### src/rtl/qpu_dtcm_icb_arbiter.sv
// Two-port round-robin arbiter sharing the single DTCM ICB port between the LSU (port 0)
// and the measurement writeback path (port 1); an in-order ID FIFO routes responses back.
module qpu_dtcm_icb_arbiter #(
  parameter int AW   = 16,
  parameter int DW   = 32,
  parameter int OUTS = 2
) (
  input  logic            clk,
  input  logic            rst,
  input  logic            p0_cmd_valid,
  output logic            p0_cmd_ready,
  input  logic [AW-1:0]   p0_cmd_addr,
  input  logic            p0_cmd_read,
  input  logic [DW-1:0]   p0_cmd_wdata,
  input  logic [DW/8-1:0] p0_cmd_wmask,
  output logic            p0_rsp_valid,
  input  logic            p0_rsp_ready,
  output logic [DW-1:0]   p0_rsp_rdata,
  input  logic            p1_cmd_valid,
  output logic            p1_cmd_ready,
  input  logic [AW-1:0]   p1_cmd_addr,
  input  logic            p1_cmd_read,
  input  logic [DW-1:0]   p1_cmd_wdata,
  input  logic [DW/8-1:0] p1_cmd_wmask,
  output logic            p1_rsp_valid,
  input  logic            p1_rsp_ready,
  output logic [DW-1:0]   p1_rsp_rdata,
  output logic            dtcm_cmd_valid,
  input  logic            dtcm_cmd_ready,
  output logic [AW-1:0]   dtcm_cmd_addr,
  output logic            dtcm_cmd_read,
  output logic [DW-1:0]   dtcm_cmd_wdata,
  output logic [DW/8-1:0] dtcm_cmd_wmask,
  input  logic            dtcm_rsp_valid,
  output logic            dtcm_rsp_ready,
  input  logic [DW-1:0]   dtcm_rsp_rdata,
  output logic            arb_active,
  output logic            arb_err
);

  localparam int PW = (OUTS > 1) ? $clog2(OUTS) : 1;
  localparam int CW = $clog2(OUTS) + 1;
  localparam logic [CW-1:0] OUTS_C   = CW'(OUTS);
  localparam logic [PW-1:0] PTR_LAST = PW'(OUTS - 1);

  logic            prio_r;
  logic            lock_r;
  logic            lock_id_r;
  logic            arb_err_r;
  logic [OUTS-1:0] fifo_r;
  logic [PW-1:0]   wptr_r;
  logic [PW-1:0]   rptr_r;
  logic [CW-1:0]   cnt_r;

  logic grant_vld_s;
  logic grant_id_s;
  logic full_s;
  logic issue_s;
  logic accept_s;
  logic stall_s;
  logic nonempty_s;
  logic head_id_s;
  logic pop_s;

  function automatic logic [PW-1:0] ptr_inc(input logic [PW-1:0] ptr);
    logic [PW-1:0] nxt;
    if (ptr == PTR_LAST) begin
      nxt = {PW{1'b0}};
    end else begin
      nxt = ptr + PW'(1);
    end
    return nxt;
  endfunction

  // Grant selection: a stalled command keeps its grant until the DTCM takes it.
  always_comb begin
    grant_vld_s = 1'b0;
    grant_id_s  = 1'b0;
    if (lock_r) begin
      grant_vld_s = 1'b1;
      grant_id_s  = lock_id_r;
    end else if (p0_cmd_valid && p1_cmd_valid) begin
      grant_vld_s = 1'b1;
      grant_id_s  = prio_r;
    end else if (p0_cmd_valid) begin
      grant_vld_s = 1'b1;
      grant_id_s  = 1'b0;
    end else if (p1_cmd_valid) begin
      grant_vld_s = 1'b1;
      grant_id_s  = 1'b1;
    end else begin
      grant_vld_s = 1'b0;
      grant_id_s  = 1'b0;
    end
  end

  // Full blocks issue on the registered count, so a same-cycle pop cannot unblock it.
  assign full_s   = (cnt_r == OUTS_C);
  assign issue_s  = grant_vld_s & ~full_s;
  assign accept_s = issue_s & dtcm_cmd_ready;
  assign stall_s  = issue_s & ~dtcm_cmd_ready;

  assign dtcm_cmd_valid = issue_s;
  assign dtcm_cmd_addr  = grant_id_s ? p1_cmd_addr  : p0_cmd_addr;
  assign dtcm_cmd_read  = grant_id_s ? p1_cmd_read  : p0_cmd_read;
  assign dtcm_cmd_wdata = grant_id_s ? p1_cmd_wdata : p0_cmd_wdata;
  assign dtcm_cmd_wmask = grant_id_s ? p1_cmd_wmask : p0_cmd_wmask;
  assign p0_cmd_ready   = accept_s & ~grant_id_s;
  assign p1_cmd_ready   = accept_s &  grant_id_s;

  assign nonempty_s     = (cnt_r != {CW{1'b0}});
  assign head_id_s      = fifo_r[rptr_r];
  assign p0_rsp_valid   = dtcm_rsp_valid & nonempty_s & ~head_id_s;
  assign p1_rsp_valid   = dtcm_rsp_valid & nonempty_s &  head_id_s;
  assign p0_rsp_rdata   = dtcm_rsp_rdata;
  assign p1_rsp_rdata   = dtcm_rsp_rdata;
  // With nothing outstanding, responses are stray and get drained unconditionally.
  assign dtcm_rsp_ready = nonempty_s ? (head_id_s ? p1_rsp_ready : p0_rsp_ready) : 1'b1;
  assign pop_s          = dtcm_rsp_valid & dtcm_rsp_ready & nonempty_s;

  assign arb_active = p0_cmd_valid | p1_cmd_valid | nonempty_s;
  assign arb_err    = arb_err_r;

  // Round-robin priority, command lock and sticky error flag.
  always_ff @(posedge clk) begin
    if (rst) begin
      prio_r    <= 1'b0;
      lock_r    <= 1'b0;
      lock_id_r <= 1'b0;
      arb_err_r <= 1'b0;
    end else begin
      if (accept_s) begin
        prio_r <= ~grant_id_s;
        lock_r <= 1'b0;
      end else if (stall_s) begin
        lock_r    <= 1'b1;
        lock_id_r <= grant_id_s;
      end
      if (dtcm_rsp_valid && !nonempty_s) begin
        arb_err_r <= 1'b1;
      end
    end
  end

  // In-order ID FIFO of outstanding transactions.
  always_ff @(posedge clk) begin
    if (rst) begin
      fifo_r <= {OUTS{1'b0}};
      wptr_r <= {PW{1'b0}};
      rptr_r <= {PW{1'b0}};
      cnt_r  <= {CW{1'b0}};
    end else begin
      if (accept_s) begin
        fifo_r[wptr_r] <= grant_id_s;
        wptr_r         <= ptr_inc(wptr_r);
      end
      if (pop_s) begin
        rptr_r <= ptr_inc(rptr_r);
      end
      case ({accept_s, pop_s})
        2'b10:   cnt_r <= cnt_r + CW'(1);
        2'b01:   cnt_r <= cnt_r - CW'(1);
        default: cnt_r <= cnt_r;
      endcase
    end
  end

endmodule

### config.mk
export PLATFORM = sky130hd
export DESIGN_NAME = qpu_dtcm_icb_arbiter
export DESIGN_NICKNAME = d
export VERILOG_FILES = /design/src/rtl/qpu_dtcm_icb_arbiter.sv
export SDC_FILE = /design/constraint.sdc
export NUM_CORES = 1
export LEC_CHECK = 0
export CORE_AREA = 2 2 106 108
export CTS_CLUSTER_SIZE = 28
export DETAILED_ROUTE_END_ITERATION = 7
export DIE_AREA = 0 0 108 110
export GPL_TIMING_DRIVEN = 0
export SLEW_MARGIN = 40
export SYNTH_ARGS = -nofsm -noshare
export SYNTH_HDL_FRONTEND = slang
export SYNTH_SLANG_ARGS = --single-unit
### constraint.sdc
create_clock -name clk -period 1.9 [get_ports clk]
set_input_delay 0.475 -clock clk [delete_from_list [all_inputs] [get_ports clk]]
set_output_delay 0.475 -clock clk [all_outputs]
set_load 0.02 [all_outputs]
After elaboration in Yosys (flattened, before gate mapping)
Index checks and enable logic that the tools add are counted.
{ "word_totals": {"mem_bits_ro": 0, "elab_cells": 64, "inputBits": 146, "output_inout_bits": 125, "n_memories": 0, "latch_bits": 0, "register_bits": 10, "mem_bits_rw": 0} }
{ "op_classes": {"mul": 0, "n_mux": 21, "n_addsub": 4, "n_reduce_logical": 8, "n_div": 0, "bitwise": 17, "shift": 0, "n_eq_ne": 3, "magnitude_cmp": 3} }
{ "ops": {"columns": ["op", "count"], "rows": [
  ["32-bit two-way mux", 1],
  ["16-bit two-way mux", 1],
  ["1-bit two-way mux", 15],
  ["1-bit AND", 10],
  ["1-bit NOT", 5],
  ["2-bit == test, second input constant", 2],
  ["1-bit by 2-bit less-than comparator with 1-bit output, second input constant", 2],
  ["4-bit two-way mux", 1],
  ["2-bit one-hot mux with 2 select lines", 1],
  ["2-bit nonzero test", 2],
  ["1-bit logical AND", 3],
  ["1-bit adder, second input constant", 2],
  ["2-bit by 1-bit adder with 2-bit output, second input constant", 1],
  ["2-bit bitwise mux", 1],
  ["2-bit by 1-bit == test with 1-bit output, second input constant", 1],
  ["1-bit OR", 2],
  ["2-bit AND reduction", 1],
  ["2-bit OR reduction", 1],
  ["2-bit by 1-bit subtractor with 2-bit output, second input constant", 1],
  ["1-bit demux with 1-bit select", 1],
  ["1-bit greater-or-equal comparator, second input constant", 1],
  ["1-bit logical NOT", 1]
]} }

Logic depth before layout (Yosys ltp)
{ "logic_depth": {"depth_word": 8, "mapped_depth": 7, "depth_no_buf": 6} }

Least setup slack after synthesis
No wires, ideal clock.
{ "synth_path": {"path_type": "input-to-output", "startpoint": "input port p0_cmd_valid", "endpoint": "output port dtcm_cmd_addr[10]", "path_stages": 5, "path_buffers": 2, "t_required_ns": 1.425, "path_slack_ns": -0.081, "t_arrival_ns": 1.506, "cell_sequence": "nor2b_1 -> o21ai_2 -> buf_4 -> buf_4 -> mux2_2"} }
{ "synth_between": {"elab_chain_cells": 4, "elab_cells_between_ends": 5, "classes_between": "4 x mux; 1 x reduce/logical"} }
{ "synth_lines": {"columns": ["element", "line_no", "text"], "rows": [
  ["from (decl)", "10", "input logic p0_cmd_valid,"],
  ["1-bit two-way mux / 1-bit logical AND (equally long branches)", "85, 82", null],
  ["1-bit two-way mux (*)", "82", "end else if (p0_cmd_valid && p1_cmd_valid) begin"],
  ["1-bit two-way mux (*)", "79", "if (lock_r) begin"],
  ["16-bit two-way mux (*)", "104", "assign dtcm_cmd_addr = grant_id_s ? p1_cmd_addr : p0_cmd_addr;"],
  ["to (decl)", "30", "output logic [AW-1:0] dtcm_cmd_addr,"]
]} }
Every way passes the cells marked *; elsewhere a longest branch is shown, timed or not.

Final worst setup path
{ "layout_path": {"startpoint": "input port p0_cmd_valid", "endpoint": "output port dtcm_cmd_wdata[22]"} }
{ "layout_between": {"elab_chain_cells": 4, "elab_cells_between_ends": 5, "classes_between": "4 x mux; 1 x reduce/logical"} }
{ "layout_lines": {"columns": ["element", "line_no", "text"], "rows": [
  ["1-bit two-way mux / 1-bit logical AND (equally long branches)", "85, 82", null],
  ["1-bit two-way mux (*)", "82", null],
  ["1-bit two-way mux (*)", "79", null],
  ["32-bit two-way mux (*)", "106", "assign dtcm_cmd_wdata = grant_id_s ? p1_cmd_wdata : p0_cmd_wdata;"],
  ["to (decl)", "32", "output logic [DW-1:0] dtcm_cmd_wdata,"]
]} }
Marked as above.

==> results list <==
- Clock Latency Late Sink: 230 ps
- Combinational cell fraction of total power: 77.9%
- Relative slew slack: 68.33%
- Most frequent standard cell in the layout excluding fill and tap cells: clkdlybuf4s50_1
- Ratio of cells with drive above 1 in the final layout: 50.45%
* Synth Cell Area: 1652 um2
- Of the synthesized area, sequential elements account for 12.12%.
- Layout net count: 596
- Unrepaired setup endpoints after global routing: yes
- Peak supply drop: 0.2974 mV
* Cell area after layout: 4888 um2
- For this design the ratio of total power to cell area is 496.0 nW/um2.
- For this block, the initial DRC count from the detailed router was 38.
* Setup Slack @ Placement: -1294 ps
- Dividing the detail-routed wire length by the instance count gives 13.91 um.
- Violations in the final reports: setup timing
* Total placed instance area: 4244 um2
- Clock tree buffer depth: 2
- The via count of the first global-routing pass was 2071.
* Depth of the most critical reg-to-reg path: 8
* Inserted Clock Buffers: 3
- Die Ht: 110 um
- Wire length of the first global-routing pass: 10670 um
- Wire length after detailed routing: 8177 um
- Num rows: 38
- Synthesis handed over a netlist of 186 instances.
- Routability cong.: 0.6733
- Width of the chip: 108 um
- DIE AREA: 11880 um2
- The floorplan step defined a core boundary enclosing 10700 um2.
- The clock network burns 10.8% of the power.
* Dominant register cell in the synthesized netlist: dfxtp_1
- The synthesized netlist contains 29 unique library cells.
- Final Critical Period: 2149 ps
- H-tree Lvls: 1
- Length of the first detailed-routing pass in iterations: 4
* Nature of the critical path endpoint: output pin
- Count of state elements after synthesis: 10
- The synthesized design contains 0 enable-type register cells.
- Cell chosen for the clock root: clkbuf_8
- Number of diodes added for antenna fixing: 0
- At the worst endpoint, the arrival time is 1670 ps.
* Register share of total power: 11.2%
* Highest-count cells in the layout ignoring fill and taps: clkdlybuf4s50_1 (172), buf_4 (79), buf_6 (58)
- Max cap viols: 0
* Max Clk Rate: 465.3 MHz
* Yosys Warn Count: 0
- Setup violations remaining at the end of the flow were counted as 56.
* Remaining design rule violation count: 0
* Switching share of total power: 34.60%
* Net count of the mapped netlist: 333
- In this run the remaining antenna-violating nets after routing total 0.
- I/O Pins: 271
- Area growth from synthesis to final layout: 196.0%
* Synthesized area per cell: 8.879 um2
- The critical path in this run is classified as input pin to output pin.
- Worst Path Required: 1420 ps
* Reg-to-reg critical path startpoint: cnt_r[0]$_SDFFE_PP0P_
* Estimated wirelength of the detail-placed design: 6616 um
* Initial Util: 15.44%
- The filler cells instantiated in the layout total 995.
* Post-CTS Hold Fix Bufs: 0
* Number of vias after detailed routing: 2231
- Final period utilization: 113.1%
- Clock skew on the completed layout was measured at 1.768 ps.
* Launching element type of the critical path: input pin
- Power comes to 2.425 mW.
- Net switching component of the power: 838.8 uW
- The worst register-to-register path has a setup slack of 70 ps.
- Internal power component: 1.586 mW
- Max Transition Viols Final: 0
- Entering global routing, the biggest net connects 11 pins.
* Worst-margin pin slew: 475.0 ps
- Setup WS post-layout: -249.1 ps
- Final hold violations: 0
- Cells fill 45.70% of the core in the end.
* Tightest Hold Check Type: flip-flop to flip-flop
- In the final layout, flip-flops and latches occupy 214.0 um2.
- The number of antenna violations at the first check in global routing came to 0.
- Reported leakage power: 2.205 nW
- Maximum fanout encountered on the critical timing path: 6
- Capture point of the critical path: dtcm_cmd_wdata[22]
* Clock transition time at the flip-flop clock pins of the worst setup and hold paths: 50 ps
- Total routing usage reported by global routing: 11.16%
- The run finished, with violations left.
- After synthesis, the share of flip-flops with an asynchronous set or reset is 0%.
- Origin of the worst setup path: p0_cmd_valid
* CTS tree: yes
* Area of the multi-input gates: 1149 um2
- For this design, the sink count on the clock tree is 10.
- For this run the aggregate overflow at the end of global routing stands at 0.
- Critical register-to-register path endpoint: cnt_r[1]$_SDFFE_PP0P_
* Routed via count divided by cell count: 3.794
- Port Buffers: 237
## timing repair
| item | 4_1_cts | 5_1_grt |
|---|---|---|
| pin swaps | 2 | 3 |
| setup endpoints to repair | 63 | 60 |
| hold endpoints to repair | 0 | 0 |
| cloned | 2 | 2 |
| gates resized for setup | 375 | 68 |
| buffers inserted | 9 | 9 |
## synthesized netlist by cell type, drive strengths merged (3+ instances only)
cell / number / share of area, %
a21oi: 5 / 1.7
dfxtp: 10 / 12
nor2: 10 / 2.3
nor2b: 3 / 1.6
nand2: 6 / 1.4
buf: 71 / 32
mux2i: 5 / 3.0
o21ai: 4 / 1.4
mux2: 53 / 36
## kinds of logic after synthesis
kind of cell | synth area share (%)
AOI/OAI and AO/OA | 4.545
xor gates and xnor gates | 1.591
adders and majority gates | 0.7575
buffers and inverters | 32.73
DFF | 12.12
muxes | 39.17
and+or+nand+nor | 9.091
## cell type report
class | instances | area share, %
timing repair buffer | 259 | 55.39
multi-input combinational | 102 | 23.50
buffer | 71 | 11.88
sequential | 10 | 4.377
tap | 140 | 3.583
clock buffer | 4 | 1.126
inverter | 2 | 0.1536
## per-layer routing
layer	up-vias	global-route usage (%)	wire length (um)
li1	1093	-	-
met1	1003	11.86	2801
met2	133	22.19	4532
met3	2	3.586	816
met4	0	0.9158	27
met5	-	0	0
## per-stage QoR
step / instances / hold WS (ps) / TNS (ps)
floorplan: 186 / 430.7 / -234.1
global placement: 563 / 450.5 / -70480
detailed placement: 563 / 459.8 / -70570
CTS: 578 / 466.8 / -14220
global route: 588 / 484.1 / -15380
finish: 588 / 463.1 / -12270
## power by group through the flow
stage,Sequential (mW),Clock (mW),Combinational [mW]
after global placement,0.267,0,1.52
after CTS,0.274,0.269,1.70
final,0.273,0.263,1.89
after global routing,0.277,0.282,1.99
after detailed placement,0.270,0,1.53
after floorplan,0.269,0,0.798
## critical path, stage by stage
cell and delay, ps:
buf_6 100, nor2b_4 120, o21ai_4 190, buf_12 170, buf_8 120, mux2_2 340
buf_6 130
## sequential cells by signal, indices dropped and copies added (netlist names)
signal / cells
rptr_r: 1
wptr_r: 1
cnt_r: 2
prio_r: 1
lock_r: 1
arb_err: 1
lock_id_r: 1
fifo_r: 2
## worst min path at each step
stage,from,to,slack (ps),cells past startpoint
2_1_floorplan,lock_id_r$_SDFFE_PP0P_,lock_id_r$_SDFFE_PP0P_,430,2
3_3_place_gp,wptr_r$_SDFFE_PP0N_,wptr_r$_SDFFE_PP0N_,450,2
3_5_place_dp,wptr_r$_SDFFE_PP0N_,wptr_r$_SDFFE_PP0N_,460,2
4_1_cts,wptr_r$_SDFFE_PP0N_,wptr_r$_SDFFE_PP0N_,470,2
5_1_grt,wptr_r$_SDFFE_PP0N_,wptr_r$_SDFFE_PP0N_,480,2
6_report,wptr_r$_SDFFE_PP0N_,wptr_r$_SDFFE_PP0N_,460,2
No activity file was read; power rests on OpenSTA's default activity.
